## src/rtl/hazard_stall_ctrl_pkg.sv

```systemverilog
// Shared types and constants for the hazard/stall controller.
// Memory-wait state encoding, the x0 register index and default timeout.
package hazard_pkg;

  typedef enum logic [1:0] {
    IDLE = 2'd0,
    WAIT = 2'd1,
    ERR  = 2'd2
  } mw_state_e;

  localparam logic [4:0] REG_ZERO     = 5'd0;
  localparam int         MAX_WAIT_DEF = 16;

endpackage

```

## src/rtl/hazard_stall_ctrl_if.sv

```systemverilog
// Data-memory handshake seen by the hazard/stall controller.
// slave: the controller; master: the MEM stage / memory side.
interface hazard_stall_ctrl_if;

  logic MEM_MemRead;
  logic MEM_MemWrite;
  logic mem_ready_i;
  logic mem_req_o;

  modport master (
    output MEM_MemRead,
    output MEM_MemWrite,
    output mem_ready_i,
    input  mem_req_o
  );

  modport slave (
    input  MEM_MemRead,
    input  MEM_MemWrite,
    input  mem_ready_i,
    output mem_req_o
  );

endinterface

```

## src/rtl/hazard_stall_ctrl_mem_wait_fsm.sv

```systemverilog
// Memory-wait FSM: freezes the pipe while a MEM access is unacked.
// Times out into a terminal ERR state after MAX_WAIT wait cycles.
module mem_wait_fsm
  import hazard_pkg::*;
#(
  parameter int MAX_WAIT = MAX_WAIT_DEF,
  parameter int CNT_W    = 5
) (
  input  logic clk_i,
  input  logic rst_i,
  input  logic access_i,
  input  logic mem_ready_i,
  output logic mem_req_o,
  output logic pipe_stall_o,
  output logic mem_err_o
);

  localparam logic [CNT_W-1:0] CNT_MAX = CNT_W'(MAX_WAIT);
  localparam logic [CNT_W-1:0] CNT_ONE = CNT_W'(1);

  mw_state_e        state_q, state_d;
  logic [CNT_W-1:0] cnt_q, cnt_d;
  logic             err_q;

  // State and wait counter registers
  always_ff @(posedge clk_i or negedge rst_i) begin
    if (!rst_i) begin
      state_q <= IDLE;
      cnt_q   <= '0;
    end else begin
      state_q <= state_d;
      cnt_q   <= cnt_d;
    end
  end

  // Sticky error flag, set the cycle after ERR is entered
  always_ff @(posedge clk_i or negedge rst_i) begin
    if (!rst_i) err_q <= 1'b0;
    else        err_q <= err_q | (state_q == ERR);
  end

  // Next-state and counter update
  always_comb begin
    state_d = state_q;
    cnt_d   = cnt_q;
    unique case (state_q)
      IDLE: begin
        if (access_i && !mem_ready_i) begin
          state_d = WAIT;
          cnt_d   = CNT_ONE;
        end
      end
      WAIT: begin
        if (mem_ready_i) begin
          state_d = IDLE;
          cnt_d   = '0;
        end else if (cnt_q == CNT_MAX) begin
          state_d = ERR;
        end else begin
          cnt_d = cnt_q + CNT_ONE;
        end
      end
      ERR: begin
        state_d = ERR;
      end
      default: begin
        state_d = IDLE;
        cnt_d   = '0;
      end
    endcase
  end

  // Request and freeze outputs; stall drops the cycle ready rises
  always_comb begin
    mem_req_o    = 1'b0;
    pipe_stall_o = 1'b0;
    unique case (state_q)
      IDLE: begin
        mem_req_o    = access_i;
        pipe_stall_o = access_i & ~mem_ready_i;
      end
      WAIT: begin
        mem_req_o    = access_i;
        pipe_stall_o = ~mem_ready_i;
      end
      ERR: begin
        pipe_stall_o = 1'b1;
      end
      default: begin
        mem_req_o    = 1'b0;
        pipe_stall_o = 1'b0;
      end
    endcase
  end

  assign mem_err_o = err_q;

endmodule

```

## src/rtl/hazard_stall_ctrl.sv

```systemverilog
// Hazard/stall controller: load-use bubbles, branch flush gating, mem freeze.
// Optional HAZARD_STATS_EN adds saturating stall/bubble counters.
module hazard_stall_ctrl
  import hazard_pkg::*;
#(
  parameter int MAX_WAIT = MAX_WAIT_DEF,
  parameter int CNT_W    = 5
) (
  input  logic                 clk_i,
  input  logic                 rst_i,
  hazard_stall_ctrl_if.slave   mif,
  input  logic [4:0]           ID_rs1,
  input  logic [4:0]           ID_rs2,
  input  logic                 ID_uses_rs2,
  input  logic [4:0]           EX_Rd,
  input  logic                 EX_MemRead,
  input  logic                 Branch_taken,
  output logic                 PCWrite_o,
  output logic                 IFID_Write_o,
  output logic                 IDEX_Bubble_o,
  output logic                 IFID_Flush_o,
  output logic                 pipe_stall_o,
  output logic                 mem_err_o
`ifdef HAZARD_STATS_EN
  ,
  output logic [31:0]          stall_cycles_o,
  output logic [31:0]          bubble_cnt_o
`endif
);

  logic access;
  logic load_use;
  logic req;

  assign access = mif.MEM_MemRead | mif.MEM_MemWrite;

  assign load_use = EX_MemRead & (EX_Rd != REG_ZERO) &
                    ((EX_Rd == ID_rs1) |
                     (ID_uses_rs2 & (EX_Rd == ID_rs2)));

  mem_wait_fsm #(
    .MAX_WAIT (MAX_WAIT),
    .CNT_W    (CNT_W)
  ) u_fsm (
    .clk_i        (clk_i),
    .rst_i        (rst_i),
    .access_i     (access),
    .mem_ready_i  (mif.mem_ready_i),
    .mem_req_o    (req),
    .pipe_stall_o (pipe_stall_o),
    .mem_err_o    (mem_err_o)
  );

  assign mif.mem_req_o = req;

  // Freeze beats bubble beats normal flow; flush only in normal flow
  always_comb begin
    PCWrite_o     = 1'b1;
    IFID_Write_o  = 1'b1;
    IDEX_Bubble_o = 1'b0;
    IFID_Flush_o  = 1'b0;
    unique case (1'b1)
      pipe_stall_o: begin
        PCWrite_o    = 1'b0;
        IFID_Write_o = 1'b0;
      end
      (~pipe_stall_o & load_use): begin
        PCWrite_o     = 1'b0;
        IFID_Write_o  = 1'b0;
        IDEX_Bubble_o = 1'b1;
      end
      default: begin
        IFID_Flush_o = Branch_taken;
      end
    endcase
  end

`ifdef HAZARD_STATS_EN
  logic [31:0] stall_q, bubble_q;

  // Saturating stall and bubble cycle counters
  always_ff @(posedge clk_i or negedge rst_i) begin
    if (!rst_i) begin
      stall_q  <= '0;
      bubble_q <= '0;
    end else begin
      if (pipe_stall_o && stall_q != 32'hFFFF_FFFF)
        stall_q <= stall_q + 32'd1;
      if (IDEX_Bubble_o && bubble_q != 32'hFFFF_FFFF)
        bubble_q <= bubble_q + 32'd1;
    end
  end

  assign stall_cycles_o = stall_q;
  assign bubble_cnt_o   = bubble_q;
`endif

endmodule
```

## src/flat_wrapper.sv

```systemverilog
// flat-port wrapper written by rule: the top's interface ports become plain ports
module hazard_stall_ctrl_flat import hazard_pkg::*;
#(
  parameter int MAX_WAIT = MAX_WAIT_DEF,
  parameter int CNT_W    = 5
)
  (clk_i, rst_i, ID_rs1, ID_rs2, ID_uses_rs2, EX_Rd, EX_MemRead, Branch_taken, PCWrite_o, IFID_Write_o, IDEX_Bubble_o, IFID_Flush_o, pipe_stall_o, mem_err_o, mif_MEM_MemRead, mif_MEM_MemWrite, mif_mem_ready_i, mif_mem_req_o);
  hazard_stall_ctrl_if mif_i ();
  input  logic clk_i;
  input  logic rst_i;
  input  logic [4:0] ID_rs1;
  input  logic [4:0] ID_rs2;
  input  logic ID_uses_rs2;
  input  logic [4:0] EX_Rd;
  input  logic EX_MemRead;
  input  logic Branch_taken;
  output logic PCWrite_o;
  output logic IFID_Write_o;
  output logic IDEX_Bubble_o;
  output logic IFID_Flush_o;
  output logic pipe_stall_o;
  output logic mem_err_o;
  input wire logic [$bits(mif_i.MEM_MemRead)-1:0] mif_MEM_MemRead;
  input wire logic [$bits(mif_i.MEM_MemWrite)-1:0] mif_MEM_MemWrite;
  input wire logic [$bits(mif_i.mem_ready_i)-1:0] mif_mem_ready_i;
  output wire logic [$bits(mif_i.mem_req_o)-1:0] mif_mem_req_o;
  assign mif_i.MEM_MemRead = mif_MEM_MemRead;
  assign mif_i.MEM_MemWrite = mif_MEM_MemWrite;
  assign mif_i.mem_ready_i = mif_mem_ready_i;
  assign mif_mem_req_o = mif_i.mem_req_o;
  hazard_stall_ctrl #(.MAX_WAIT(MAX_WAIT), .CNT_W(CNT_W)) u_core (.clk_i(clk_i), .rst_i(rst_i), .mif(mif_i), .ID_rs1(ID_rs1), .ID_rs2(ID_rs2), .ID_uses_rs2(ID_uses_rs2), .EX_Rd(EX_Rd), .EX_MemRead(EX_MemRead), .Branch_taken(Branch_taken), .PCWrite_o(PCWrite_o), .IFID_Write_o(IFID_Write_o), .IDEX_Bubble_o(IDEX_Bubble_o), .IFID_Flush_o(IFID_Flush_o), .pipe_stall_o(pipe_stall_o), .mem_err_o(mem_err_o));
endmodule
```

## config.mk

```make
export PLATFORM = sky130hd
export DESIGN_NAME = hazard_stall_ctrl_flat
export DESIGN_NICKNAME = d
export VERILOG_FILES = /design/src/rtl/hazard_stall_ctrl_pkg.sv /design/src/rtl/hazard_stall_ctrl_if.sv /design/src/rtl/hazard_stall_ctrl_mem_wait_fsm.sv /design/src/rtl/hazard_stall_ctrl.sv /design/src/flat_wrapper.sv
export SDC_FILE = /design/constraint.sdc
export NUM_CORES = 1
export LEC_CHECK = 0
export CORE_MARGIN = 2
export CORE_UTILIZATION = 41
export CTS_CLUSTER_DIAMETER = 150
export DETAILED_ROUTE_END_ITERATION = 12
export PLACE_DENSITY = 0.8
export REMOVE_ABC_BUFFERS = 1
export SYNTH_ARGS = -nofsm -noshare
export SYNTH_HDL_FRONTEND = slang
export SYNTH_SLANG_ARGS = --single-unit
```

## constraint.sdc

```tcl
create_clock -name clk_i -period 2.7 [get_ports clk_i]
set_input_delay 0.54 -clock clk_i [delete_from_list [all_inputs] [get_ports clk_i]]
set_output_delay 0.54 -clock clk_i [all_outputs]
set_load 0.1 [all_outputs]
```

## Word-level counts from Yosys, hierarchy flattened

Index checks and enable logic that the tools add are counted.

| storage, ports and cells | value |
|---|---|
| flip-flop bits (word level) | 8 |
| latch bits | 0 |
| bits in writable memories | 0 |
| bits in read-only memories | 0 |
| input port bits | 23 |
| output and inout bits | 7 |
| memories | 0 |

| operators by class | value |
|---|---|
| add/sub/neg operators | 1 |
| multiply operators | 0 |
| divide/modulo/power cells | 0 |
| $lt $le $gt $ge | 0 |
| equal/unequal tests | 8 |
| shift-type cells | 0 |
| multiplexer cells | 13 |
| bitwise operators | 11 |
| reduce and logical (&&, ||, !) cells | 8 |

Operator list:

| cell | number |
|---|---|
| two-way mux 5 bit | 3 |
| one-hot mux 5 bit (3 select lines) | 1 |
| equality test 5 bit | 2 |
| two-way mux 2 bit | 3 |
| inequality test 3 bit, second input constant | 2 |
| one-hot mux 2 bit (3 select lines) | 1 |
| adder 5 x 1 -> 5 bit, second input constant | 1 |
| AND 1 bit | 5 |
| equality test 5 bit, second input constant | 1 |
| nonzero test 5 bit | 1 |
| two-way mux 1 bit | 4 |
| OR reduction 2 bit | 2 |
| NOT 1 bit | 3 |
| OR 1 bit | 3 |
| one-hot mux 1 bit (3 select lines) | 1 |
| AND reduction 3 bit | 1 |
| equality test 2 x 1 -> 1 bit, second input constant | 1 |
| equality test 2 bit, second input constant | 1 |
| logical NOT 2 bit | 1 |
| inequality test 2 bit, second input constant | 1 |
| AND reduction 2 bit | 1 |
| logical AND 1 bit | 1 |
| logical NOT 1 bit | 1 |

## Depth between registers and ports, before layout

| logic depth | value |
|---|---|
| depth in word-level cells | 7 |
| mapped depth | 6 |

## Cells and area by module

From an unflattened synthesis, not the netlist that was laid out.

| unflattened totals | value |
|---|---|
| cells, all modules | 70 |
| area total of the unflattened synthesis | 619.3 um2 |

Modules (own cells, without submodules):

| module | instances | cells each | area each (um2) |
|---|---|---|---|
| mem_wait_fsm | 1 | 47 | 452.9 |
| hazard_stall_ctrl | 1 | 23 | 166.4 |

## Least setup slack after synthesis

No wires, ideal clock.

| timing | value |
|---|---|
| path kind | input -> output |
| start | input mif_MEM_MemWrite |
| end | output IFID_Flush_o |
| data arrival time | 4.013 ns |
| required time | 2.160 ns |
| setup slack | -1.853 ns |
| stages on the path | 4 |
| buffers on the path | 0 |
| cell sequence | or3_1 nand2_1 nand2_1 a211oi_1 |

| between the ends | value |
|---|---|
| cells in the longest elaborated chain, start to end | 7 |

RTL lines:

| element | line | text |
|---|---|---|
| start: declaration | flat_wrapper.sv:24 | `input wire logic [$bits(mif_i.MEM_MemWrite)-1:0] mif_MEM_MemWrite;` |
| OR 1 bit (*) | hazard_stall_ctrl.sv:35 | `assign access = mif.MEM_MemRead \| mif.MEM_MemWrite;` |
| AND 1 bit (*) | hazard_stall_ctrl_mem_wait_fsm.sv:80 | `pipe_stall_o = access_i & ~mem_ready_i;` |
| one-hot mux 1 bit (3 select lines) (*) | hazard_stall_ctrl_mem_wait_fsm.sv:77 | `unique case (state_q)` |
| via pipe_stall_o | flat_wrapper.sv:21 | `output logic pipe_stall_o;` |
| NOT 1 bit | hazard_stall_ctrl.sv:67 | `(~pipe_stall_o & load_use): begin` |
| AND 1 bit | hazard_stall_ctrl.sv:67 |  |
| OR reduction 2 bit (no source line) (*) | - |  |
| two-way mux 1 bit (*) | hazard_stall_ctrl.sv:62 | `unique case (1'b1)` |
| end: declaration | flat_wrapper.sv:20 | `output logic IFID_Flush_o;` |

The timed path passes the listed nets; every way through them passes the cells marked *.

## Worst setup path after layout

| timing | value |
|---|---|
| start | input EX_Rd[1] |
| end | output IFID_Flush_o |

| between the ends | value |
|---|---|
| cells in the longest elaborated chain, start to end | 7 |
| elaborated cells between the ends (all ways) | 10 |
| those cells by class | eq/ne (2); mux (1); bitwise (5); reduce/logical (2) |

RTL lines:

| element | line | text |
|---|---|---|
| start: declaration | flat_wrapper.sv:14 | `input logic [4:0] EX_Rd;` |
| equality test 5 bit | hazard_stall_ctrl.sv:39 | `(ID_uses_rs2 & (EX_Rd == ID_rs2)));` |
| AND 1 bit | hazard_stall_ctrl.sv:39 |  |
| OR 1 bit | hazard_stall_ctrl.sv:38 | `((EX_Rd == ID_rs1) \|` |
| AND 1 bit (*) | hazard_stall_ctrl.sv:37 | `assign load_use = EX_MemRead & (EX_Rd != REG_ZERO) &` |
| AND 1 bit (*) | hazard_stall_ctrl.sv:67 |  |
| OR reduction 2 bit (no source line) (*) | - |  |
| two-way mux 1 bit (*) | hazard_stall_ctrl.sv:62 |  |

Every way passes the cells marked *; elsewhere a longest branch is shown, timed or not.

==> results summary <==
The biggest fanout along the worst timing path is 3. The number of instances in the placed design came out at 116. Tracing the worst setup path back leads to its startpoint at EX_Rd[1].

The number of global-route vias before repair came out at 649. After the first detailed-routing iteration, the DRC count stood at 8. The root buffer cell chosen for the clock tree is sky130_fd_sc_hd__clkbuf_4.

The share of the clock period used by the worst path after layout is 98.0%. After synthesis, the cell types taking the most area are sky130_fd_sc_hd__dfrtp_1 (34%), sky130_fd_sc_hd__xnor2_1 (15%), sky130_fd_sc_hd__nand2_1 (6.4%). The sequential-to-total area share from yosys stat is 34.3%. The overall die width is 41.8 µm. The via count of the routed design is 619. The number of buffers created by CTS is 3. The fraction of the core area covered by cells at the end of the flow is 78.3%.

The post-synthesis sequential element count came out at 8. The aggregate routed wire length came out at 1.69 mm. The placed wire-length estimate after detailed placement came out at approximately 1.4 mm. The post-route netlist has 21.9% of its cells at a drive strength greater than 1. In the final routed layout, each cell accounts on average for 14.0 µm.

The share of synthesized area in the top cell type comes to 34.3%. The maximum number of pins on one net before global-route repair came out at 9. The tightest min-delay check is of the reg2reg type. In this run the critical register-to-register path is launched from u_core.u_fsm.cnt_q[0]. The startpoint identified for the worst hold timing path is u_core.u_fsm.mem_err_o.

CTS built an H-tree with a depth of 1. The maximum vdd ir drop came out at 0.376 mV. The filler cells instantiated in the layout total 93.

The mean instance size in the synthesized netlist came out at 8.72 µm². The run finished with clean final reports. The number of antenna violations at the first check in global routing is 0.

The area of the die is 0.00174 mm². The first detailed-routing pass ran for 4 iterations. The clock arrives with 0.466 ps of skew. The synthesis warning total came out at 0. The number of standard cells after synthesis is 67.

The number of antenna diodes came out at 0. The final antenna-violating net count came out at 0. The worst setup path is launched from an input pin. The analysis attributes to cell leakage a power of 0.442 nW. The number of buffers on the longest clock path came out at 2. The worst slew slack as a fraction of its limit came out at approximately three quarters.

The final critical path time including I/O delays and setup came out at around 2600 ps. For the worst-skew pair, the clock arrives at the later sink with an insertion delay of between 200 and 300 ps. The floorplan step defined a core boundary enclosing between 0.001 and 0.0015 mm². In the final design database the tool counted between 100 and 150 nets. The final count of negative-setup-slack endpoints is 0. Derived from the worst setup path, the maximum achievable clock frequency is ~0.38 GHz. The cell area power density came out at 472 mW/mm².

The count of maximum capacitance violations came out at 0. During I/O placement, the number of pins put on the boundary was 30. sky130_fd_sc_hd__dfrtp_1 takes more of the synthesized area than any other cell. The first global-routing pass estimated 2.89 mm of wire. The final number of max-transition violations is 0.

The number of standard-cell rows in the floorplan is 13. By startpoint and endpoint, the worst setup path is classified as in2out. The residual DRC count came out at 0.

The routability congestion estimate from global placement came out at 0.830. The CTS clock-pin slew for the worst setup and hold paths came out at 60 ps. Dividing the detail-routed via count by the number of cells gives 5.16. Summing every instance area after synthesis gives 584 µm².

The total of buffers placed on input and output ports is 29. The nature of the critical path endpoint is an output pin. The die is 41.8 µm tall. The aggregate global-route resource usage is 22.3%.

The initial core utilization is about 44%. The number of endpoints with negative hold slack in the final report came to 0. The actual slew at the worst max-slew pin came out at 371 ps. In this run, synthesis inferred 0 flip-flops with an integrated enable. The endpoint required time on the critical path came out at between 2000 and 2500 ps.

The layout overhead on the synthesized area is 76.7%. The clock sink count is 8. The TritonCTS clock tree is yes. Ranked by instance count, the synthesized netlist is headed by sky130_fd_sc_hd__nand2_1 (10), sky130_fd_sc_hd__xnor2_1 (10), sky130_fd_sc_hd__dfrtp_1 (8). The residual overflow from global routing is 0. The post-route non-filler standard cell count is 120.

The most used flip-flop cell after synthesis is sky130_fd_sc_hd__dfrtp_1. The synthesized netlist contains 26 unique library cells. Data arrives at the worst endpoint at 2110 ps.

The async set-reset flop share out of synthesis came out at 100%.
-- path summary, 6_finish.rpt --
check	end	slack, ps	depth (start not counted)
worst min-delay path	u_core.u_fsm.mem_err_o	480	1
worst max-delay path	IFID_Flush_o	50	6
max in group asynchronous	u_core.u_fsm.cnt_q[4]	1880	1
min in group asynchronous	u_core.u_fsm.cnt_q[2]	550	1
worst min register to register	u_core.u_fsm.mem_err_o	480	1
worst max register to register	u_core.u_fsm.cnt_q[2]	1010	6
-- registers in the layout, indices dropped and copies added, names as in the netlist --
| name | cells |
|---|---|
| u_core.u_fsm.cnt_q | 5 |
| u_core.u_fsm.state_q | 2 |
| u_core.u_fsm.mem_err_o | 1 |
-- per-layer routing --
layer | GRT usage, % | share of wire, % | up-vias
met1 | 23.7 | 40 | 292
met3 | 9.13 | 5.2 | 2
met4 | 5.81 | 0.77 | 0
met5 | 0 | 0 | -
li1 | - | - | 309
met2 | 40.3 | 54 | 16
-- stage by stage --
step / TNS, ps / instance area [µm²] / total power, mW / worst slack (ps) / hold slack [ps]
after floorplan: -7310 / 577 / 0.285 / -2520 / 244
after global placement: -124 / 988 / 0.380 / -48.7 / 453
after detailed placement: -167 / 988 / 0.389 / -62.2 / 474
after CTS: 0 / 1020 / 0.490 / 22.4 / 490
after global routing: -6.04 / 1030 / 0.517 / -6.04 / 540
final: 0 / 1030 / 0.487 / 52.8 / 482
-- cell type report --
| type | instances | area, µm² | share of cell area, % |
|---|---|---|---|
| repair buffers | 36 | 397 | 38.4 |
| multi-input cells | 55 | 383 | 37.1 |
| flip-flops and latches | 8 | 200 | 19.4 |
| clock buffers | 3 | 22.5 | 2.18 |
| well taps | 15 | 18.8 | 1.82 |
| inverters | 3 | 11.3 | 1.09 |
-- cells by family (layout without fill, tap and decap cells) --
| family | after synthesis | count (layout) | share of synthesized area [%] |
|---|---|---|---|
| buffers and inverters | 4 | 42 | 3.21 |
| xor gates and xnor gates | 12 | 12 | 18.0 |
| and+or+nand+nor | 29 | 29 | 26.8 |
| adders and majority gates | 2 | 2 | 4.28 |
| AOI/OAI and AO/OA | 12 | 12 | 13.5 |
| DFF | 8 | 8 | 34.3 |
-- power by group --
group | leakage (nW) | switching (mW) | internal (mW) | total, mW
sequential | 0.102 | 0.0193 | 0.137 | 0.156
clock | 0.0138 | 0.0477 | 0.0513 | 0.0990
combinational | 0.327 | 0.126 | 0.106 | 0.232
-- timing repair --
item | 4_1_cts | 5_1_grt
pin swaps | 3 | 2
setup buffers | 1 | 0
endpoints found under the setup margin | 3 | 4
hold buffers | 0 | 0
gates resized for setup | 5 | 2
-- placed cells by master (no fill, tap or decap) --
cell                              synthesis  routed
sky130_fd_sc_hd__nand2_1                 10       9
sky130_fd_sc_hd__a211oi_2                 0       1
sky130_fd_sc_hd__ha_1                     2       2
sky130_fd_sc_hd__nand4bb_1                1       1
sky130_fd_sc_hd__xor2_1                   2       2
sky130_fd_sc_hd__nand3_1                  4       4
sky130_fd_sc_hd__o21ai_0                  5       5
sky130_fd_sc_hd__inv_1                    3       3
sky130_fd_sc_hd__or4_1                    1       1
sky130_fd_sc_hd__and3b_1                  1       1
sky130_fd_sc_hd__nor2_1                   5       5
sky130_fd_sc_hd__a21oi_2                  0       1
sky130_fd_sc_hd__a22oi_1                  1       1
sky130_fd_sc_hd__dfrtp_1                  8       8
sky130_fd_sc_hd__nand4_1                  1       1
sky130_fd_sc_hd__clkbuf_4                 0       3
sky130_fd_sc_hd__dlygate4sd2_1            0       3
sky130_fd_sc_hd__nand2b_1                 2       2
sky130_fd_sc_hd__or4b_1                   1       1
sky130_fd_sc_hd__nor2b_1                  1       1
sky130_fd_sc_hd__xnor2_1                 10      10
sky130_fd_sc_hd__o211ai_2                 1       1
sky130_fd_sc_hd__clkdlybuf4s50_1          0      19
sky130_fd_sc_hd__buf_4                    1       8
sky130_fd_sc_hd__o22ai_2                  0       1
sky130_fd_sc_hd__or3_1                    1       1
sky130_fd_sc_hd__o21bai_1                 1       1
sky130_fd_sc_hd__or3b_4                   1       1
sky130_fd_sc_hd__buf_12                   0       6
sky130_fd_sc_hd__nand2_2                  0       1
sky130_fd_sc_hd__o21a_1                   1       1
-- worst max-delay path, cell delays in order --
cell and delay (ps):
sky130_fd_sc_hd__clkdlybuf4s50_1 420, sky130_fd_sc_hd__or4_1 410, sky130_fd_sc_hd__o21a_1 230, sky130_fd_sc_hd__a211oi_2 190, sky130_fd_sc_hd__buf_4 150, sky130_fd_sc_hd__buf_12 160
Power figures use the tool's default switching activity.
